**src/rtl/pwm_pkg.sv**
```systemverilog
// Shared types and helpers for the PWM bank: counter direction and duty-bus slicing.
package pwm_pkg;

    typedef enum logic {
        DIR_UP   = 1'b0,
        DIR_DOWN = 1'b1
    } dir_t;

    // LSB position of channel ch inside the flattened duty bus.
    function automatic int unsigned duty_lsb(input int unsigned ch, input int unsigned width);
        return ch * width;
    endfunction

endpackage

```
**src/rtl/pwm_channel.sv**
```systemverilog
// One PWM channel: double-buffered duty (shadow/active) and the registered compare output.
module pwm_channel #(
    parameter int WIDTH = 10
) (
    input  logic             clk,
    input  logic             rst,
    input  logic             en,
    input  logic [WIDTH-1:0] cnt,
    input  logic [WIDTH-1:0] duty_in,
    input  logic             upd,
    input  logic             apply,
    output logic             pwm
);

    logic [WIDTH-1:0] duty_sh;
    logic [WIDTH-1:0] duty_act;

    // Apply takes the old shadow before a coincident upd overwrites it.
    always_ff @(posedge clk or posedge rst) begin
        if (rst) begin
            duty_sh  <= '0;
            duty_act <= '0;
            pwm      <= 1'b0;
        end else begin
            if (apply) duty_act <= duty_sh;
            if (upd)   duty_sh  <= duty_in;
            pwm <= en & (cnt < duty_act);
        end
    end

endmodule

```
**src/rtl/pwm_bank.sv**
```systemverilog
// Multi-channel PWM generator: shared edge/center-aligned period counter feeding
// NUM_CH duty comparators, with period, mode and duties applied only at period boundaries.
module pwm_bank
    import pwm_pkg::*;
#(
    parameter int WIDTH  = 10,
    parameter int NUM_CH = 4
) (
    input  logic                    clk,
    input  logic                    rst,
    input  logic                    en,
    input  logic                    center_mode,
    input  logic [WIDTH-1:0]        period_in,
    input  logic [NUM_CH*WIDTH-1:0] duty_in,
    input  logic                    upd_req,
    output logic [NUM_CH-1:0]       pwm,
    output logic [WIDTH-1:0]        cnt,
    output logic                    period_end,
    output logic                    upd_pending
);

    localparam logic [WIDTH-1:0] ONE = WIDTH'(1);

    dir_t             dir, dir_nxt;
    logic [WIDTH-1:0] cnt_nxt;
    logic [WIDTH-1:0] period_act, period_sh;
    logic             mode_act, mode_sh;
    logic             wrap, apply;

    always_comb begin
        cnt_nxt = cnt;
        dir_nxt = dir;
        if (!en) begin
            cnt_nxt = '0;
            dir_nxt = DIR_UP;
        end else if (!mode_act || period_act == '0) begin
            cnt_nxt = (cnt == period_act) ? '0 : cnt + ONE;
            dir_nxt = DIR_UP;
        end else if (dir == DIR_UP) begin
            if (cnt != period_act) begin
                cnt_nxt = cnt + ONE;
            end else if (period_act == ONE) begin
                // P=1 has no down leg: straight back to 0.
                cnt_nxt = '0;
            end else begin
                cnt_nxt = period_act - ONE;
                dir_nxt = DIR_DOWN;
            end
        end else begin
            cnt_nxt = cnt - ONE;
            dir_nxt = (cnt == ONE) ? DIR_UP : DIR_DOWN;
        end
    end

    // Idle cycles load cnt=0 too, so they count as boundaries.
    assign wrap       = (cnt_nxt == '0);
    assign apply      = upd_pending & wrap;
    assign period_end = en & wrap;

    always_ff @(posedge clk or posedge rst) begin
        if (rst) begin
            cnt         <= '0;
            dir         <= DIR_UP;
            period_act  <= '1;
            period_sh   <= '1;
            mode_act    <= 1'b0;
            mode_sh     <= 1'b0;
            upd_pending <= 1'b0;
        end else begin
            cnt <= cnt_nxt;
            dir <= dir_nxt;
            if (apply) begin
                period_act <= period_sh;
                mode_act   <= mode_sh;
            end
            if (upd_req) begin
                period_sh <= period_in;
                mode_sh   <= center_mode;
            end
            upd_pending <= upd_req | (upd_pending & ~wrap);
        end
    end

    for (genvar i = 0; i < NUM_CH; i++) begin : g_ch
        pwm_channel #(.WIDTH(WIDTH)) u_ch (
            .clk     (clk),
            .rst     (rst),
            .en      (en),
            .cnt     (cnt),
            .duty_in (duty_in[duty_lsb(i, WIDTH) +: WIDTH]),
            .upd     (upd_req),
            .apply   (apply),
            .pwm     (pwm[i])
        );
    end

endmodule

```
**config.mk**
```make
export PLATFORM = sky130hd
export DESIGN_NAME = pwm_bank
export DESIGN_NICKNAME = d
export VERILOG_FILES = /design/src/rtl/pwm_pkg.sv /design/src/rtl/pwm_channel.sv /design/src/rtl/pwm_bank.sv
export SDC_FILE = /design/constraint.sdc
export NUM_CORES = 1
export LEC_CHECK = 0
export ABC_CLOCK_PERIOD_IN_PS = 7080
export CAP_MARGIN = 20
export CORE_UTILIZATION = 35
export CTS_BUF_LIST = sky130_fd_sc_hd__clkbuf_8
export CTS_CLUSTER_SIZE = 28
export DETAILED_ROUTE_END_ITERATION = 8
export PLACE_DENSITY_LB_ADDON = 0.08
export SLEW_MARGIN = 5
export SYNTH_ARGS = -nofsm -noshare
export SYNTH_HDL_FRONTEND = slang
export SYNTH_SLANG_ARGS = --single-unit
```
**constraint.sdc**
```tcl
create_clock -name clk -period 7.08 [get_ports clk]
set_input_delay 1.77 -clock clk [delete_from_list [all_inputs] [get_ports clk]]
set_output_delay 1.77 -clock clk [all_outputs]
set_load 0.005 [all_outputs]
```
==> results.yml <==
layout:
  final_design_area_no_fill_sq_um: 7620
  post_route_cells_drive_above_1_share_pct: 27.6
  layout.cells.most_common_list: "sky130_fd_sc_hd__dfrtp_1 (98), sky130_fd_sc_hd__clkdlybuf4s50_1 (69), sky130_fd_sc_hd__mux2_2 (51)"
  num-nets-final: 682
  final_common_cell: "sky130_fd_sc_hd__dfrtp_1"
  antennaDiodeCount: 0
  final_cell_count_no_fill: 827
  syn_to_final_growth_pct: 18.5
sta:
  worst_clock_skew_ps: 7.79
  worst_slack_ps: 672
  finalMaxSlewViolations: 0
  max_freq_ghz: 0.156
  fin_tns_setup_ps: 0
  rsz_0062_raised_after_global_routing: "false"
  slew-limit-headroom_pct: 31.7
  worst_slew_pin_slew_ps: 1020
  min_hold_slack_ps: 488
  final-setup-viol-count: 0
  final_min_period_over_clock_period_pct: 90.5
  final.min_clock_period_ps: 6410
  finalHoldViolations: 0
floorplanning:
  die_width_um: 137
  die_area_sq_um: 18900
  start_util_pct: 35.8
  num_rows: 49
  core_sq_um: 18000
  floorplan.die.height_um: 137
  io_pins: 71
route:
  first_pass_iters: 5
  via_count: 4060
  drc: 0
  routed_wire_length_per_instance_um: 17.3
  postRouteWirelength_mm: 14.3
  vias_per_cell: 4.91
  antenna_violating_nets_post_route: 0
  initialDrtViolationCount: 188
clock_network:
  cts_num_sinks: 118
  cts_max_path_buffers: 2
  clk_latency_ps: 430
  cts.hold.buffers_added: 0
  clk_pin_slew_worst_paths_ps: 70
  cts_inserted_buffers: 17
  cts.root.buffer_cell: "sky130_fd_sc_hd__clkbuf_8"
  tritoncts: "yes"
  postCtsSetupBuffers: 0
  cts_htree_levels: 4
  cts_resized: 0
synth:
  yosysWarningCount: 0
  post_synth_inst_count: 519
  synth-seq-area-share_pct: 46.3
  synth_compound_area_share_pct: 6.64
  synth.distinct_cells: 50
  synth_ff_type: "sky130_fd_sc_hd__dfrtp_1"
  yosys.area_share.simple_pct: 7.65
  synth-xor-area-share_pct: 3.95
  ys_seq_elements: 118
  synth_adder_area_share_pct: 8.18
  synth.net_count: 616
  dominant_combinational_cell_family_by_area_after_synthesis: "multiplexers"
  syn_area_per_cell_sq_um: 12.4
  synth-edff-count: 0
  muxShareOfSynthArea_pct: 21.0
  synth_area_sq_um: 6420
  ys_async_sr_fraction_pct: 100
global_routing:
  grt_pass1_vias: 4175
  gr-total-overflow: 0
  antenna_found_initial: 0
  grt_first_pass_wirelength_mm: 22.9
  grt_use_total_pct: 16.5
  grt_start_max_net_pins: 68
worst_setup_path:
  worstPathMaxFanout: 11
  path_cells: "inv_1, ha_1, a31oi_1, nand2_1, and3_1, o21ai_0, o311ai_1, or4b_1, nor4_1, clkdlybuf4s50_1"
  setup.reg_to_reg.worst_slack_ps: 2300
  path_delay_family: "simple AND/OR/NAND/NOR gates"
  critPathArrivalTime_ps: 4640
  worst-endpoint-required_ps: 5310
  path_class: "flop to primary output"
  timing.critical_path.slowest_cell_delay_ps: 640
  worst_setup_path_start_kind: "flop"
  timing.critical_path.slowest_stage_cell: "sky130_fd_sc_hd__a31oi_1"
  timing.critical_path.to_type: "primary output"
  worst-path-buf-inv: 2
placed_design:
  gp_congestion: 0.796
  io_buffers: 70
  place.detailed.instances: 795
  area_of_placed_instances_sq_um: 7230
  dpl.hpwl_mm: 9.50
  post-place-ws_ps: 786
pwr:
  standby_leakage_power_nw: 3.61
  maximum_vdd_ir_drop_uv: 138
  pwr_density_cell_nw_per_um2: 329
min_path:
  min_path_type: "flop to flop"
job:
  max_cap_violations: 0
outcome:
  run_status: "completed"
==> sequential cells by signal, summed over array words and instances (netlist names) <==
name,count
mode_act,1
upd_pending,1
cnt,10
period_act,10
g_ch.u_ch.pwm,4
g_ch.u_ch.duty_act,40
g_ch.u_ch.duty_sh,40
dir,1
period_sh,10
mode_sh,1
==> cells in the mapped netlist, types with 6 or more instances <==
library cell / instances / share of area, %
sky130_fd_sc_hd__xor2_1: 14 / 1.9
sky130_fd_sc_hd__clkbuf_1: 15 / 0.88
sky130_fd_sc_hd__a21oi_1: 17 / 1.3
sky130_fd_sc_hd__dfstp_2: 20 / 8.2
sky130_fd_sc_hd__mux2_2: 51 / 8.9
sky130_fd_sc_hd__a31oi_1: 7 / 0.68
sky130_fd_sc_hd__a21o_1: 14 / 1.6
sky130_fd_sc_hd__dfrtp_1: 98 / 38
sky130_fd_sc_hd__inv_1: 46 / 2.7
sky130_fd_sc_hd__nor3_1: 6 / 0.47
sky130_fd_sc_hd__ha_1: 42 / 8.2
sky130_fd_sc_hd__nand2_1: 13 / 0.76
sky130_fd_sc_hd__nand3_1: 10 / 0.78
sky130_fd_sc_hd__o21ai_0: 10 / 0.78
sky130_fd_sc_hd__mux2_4: 50 / 12
sky130_fd_sc_hd__nand4_1: 6 / 0.58
sky130_fd_sc_hd__xnor2_1: 15 / 2.0
sky130_fd_sc_hd__nor2_1: 20 / 1.2
==> worst paths after layout <==
path,startpoint,endpoint,cells past startpoint
max,period_act[0],period_end,10
max in group asynchronous,rst,g_ch[3].u_ch.duty_act[8],3
min reg2reg,g_ch[3].u_ch.duty_sh[8],g_ch[3].u_ch.duty_act[8],1
min,g_ch[3].u_ch.duty_sh[8],g_ch[3].u_ch.duty_act[8],1
max reg2reg,period_act[0],g_ch[3].u_ch.duty_act[8],10
min in group asynchronous,rst,g_ch[3].u_ch.duty_sh[5],2
==> stage by stage <==
stage	utilization [%]	total power [mW]
detailed placement	40.2	1.93
global placement	40.2	1.92
finish	42.4	2.51
global route	42.4	2.69
CTS	42.4	2.55
floorplan	-	1.75
==> power by group <==
group | leakage (nW) | total (mW) | switching [mW] | internal (mW)
sequential | 1.38 | 1.05 | 0.160 | 0.889
clock | 0.194 | 0.608 | 0.294 | 0.314
combinational | 2.04 | 0.851 | 0.344 | 0.507
total | 3.61 | 2.51 | 0.798 | 1.71
==> cells by family after synthesis <==
kind of cell             Yosys count
AO/OA/AOI/OAI                     64
XOR/XNOR                          29
flip-flops                       118
buffers and inverters             75
multiplexers                     103
AND/OR/NAND/NOR                   88
adder cells (fa/ha/maj)           42
==> cell type report <==
| type | count | area (sq um) |
|---|---|---|
| inverters | 46 | 175 |
| clock inverters | 15 | 154 |
| clock buffers | 17 | 234 |
| repair buffers | 76 | 741 |
| well taps | 229 | 287 |
| flip-flops and latches | 118 | 2980 |
| multi-input cells | 326 | 3050 |
| fillers | 1739 | 10300 |
==> routing by layer <==
| layer | share of wire [%] | routed length (um) | vias to the layer above | global-route usage [%] |
|---|---|---|---|---|
| met5 | 0 | 0 | - | 0 |
| met2 | 49 | 7000 | 84 | 27.6 |
| met1 | 45 | 6480 | 2012 | 21.2 |
| li1 | - | - | 1954 | - |
| met4 | 0.97 | 139 | 0 | 4.33 |
| met3 | 4.6 | 657 | 10 | 4.23 |
Note: power is estimated with default switching activity, not from simulation.
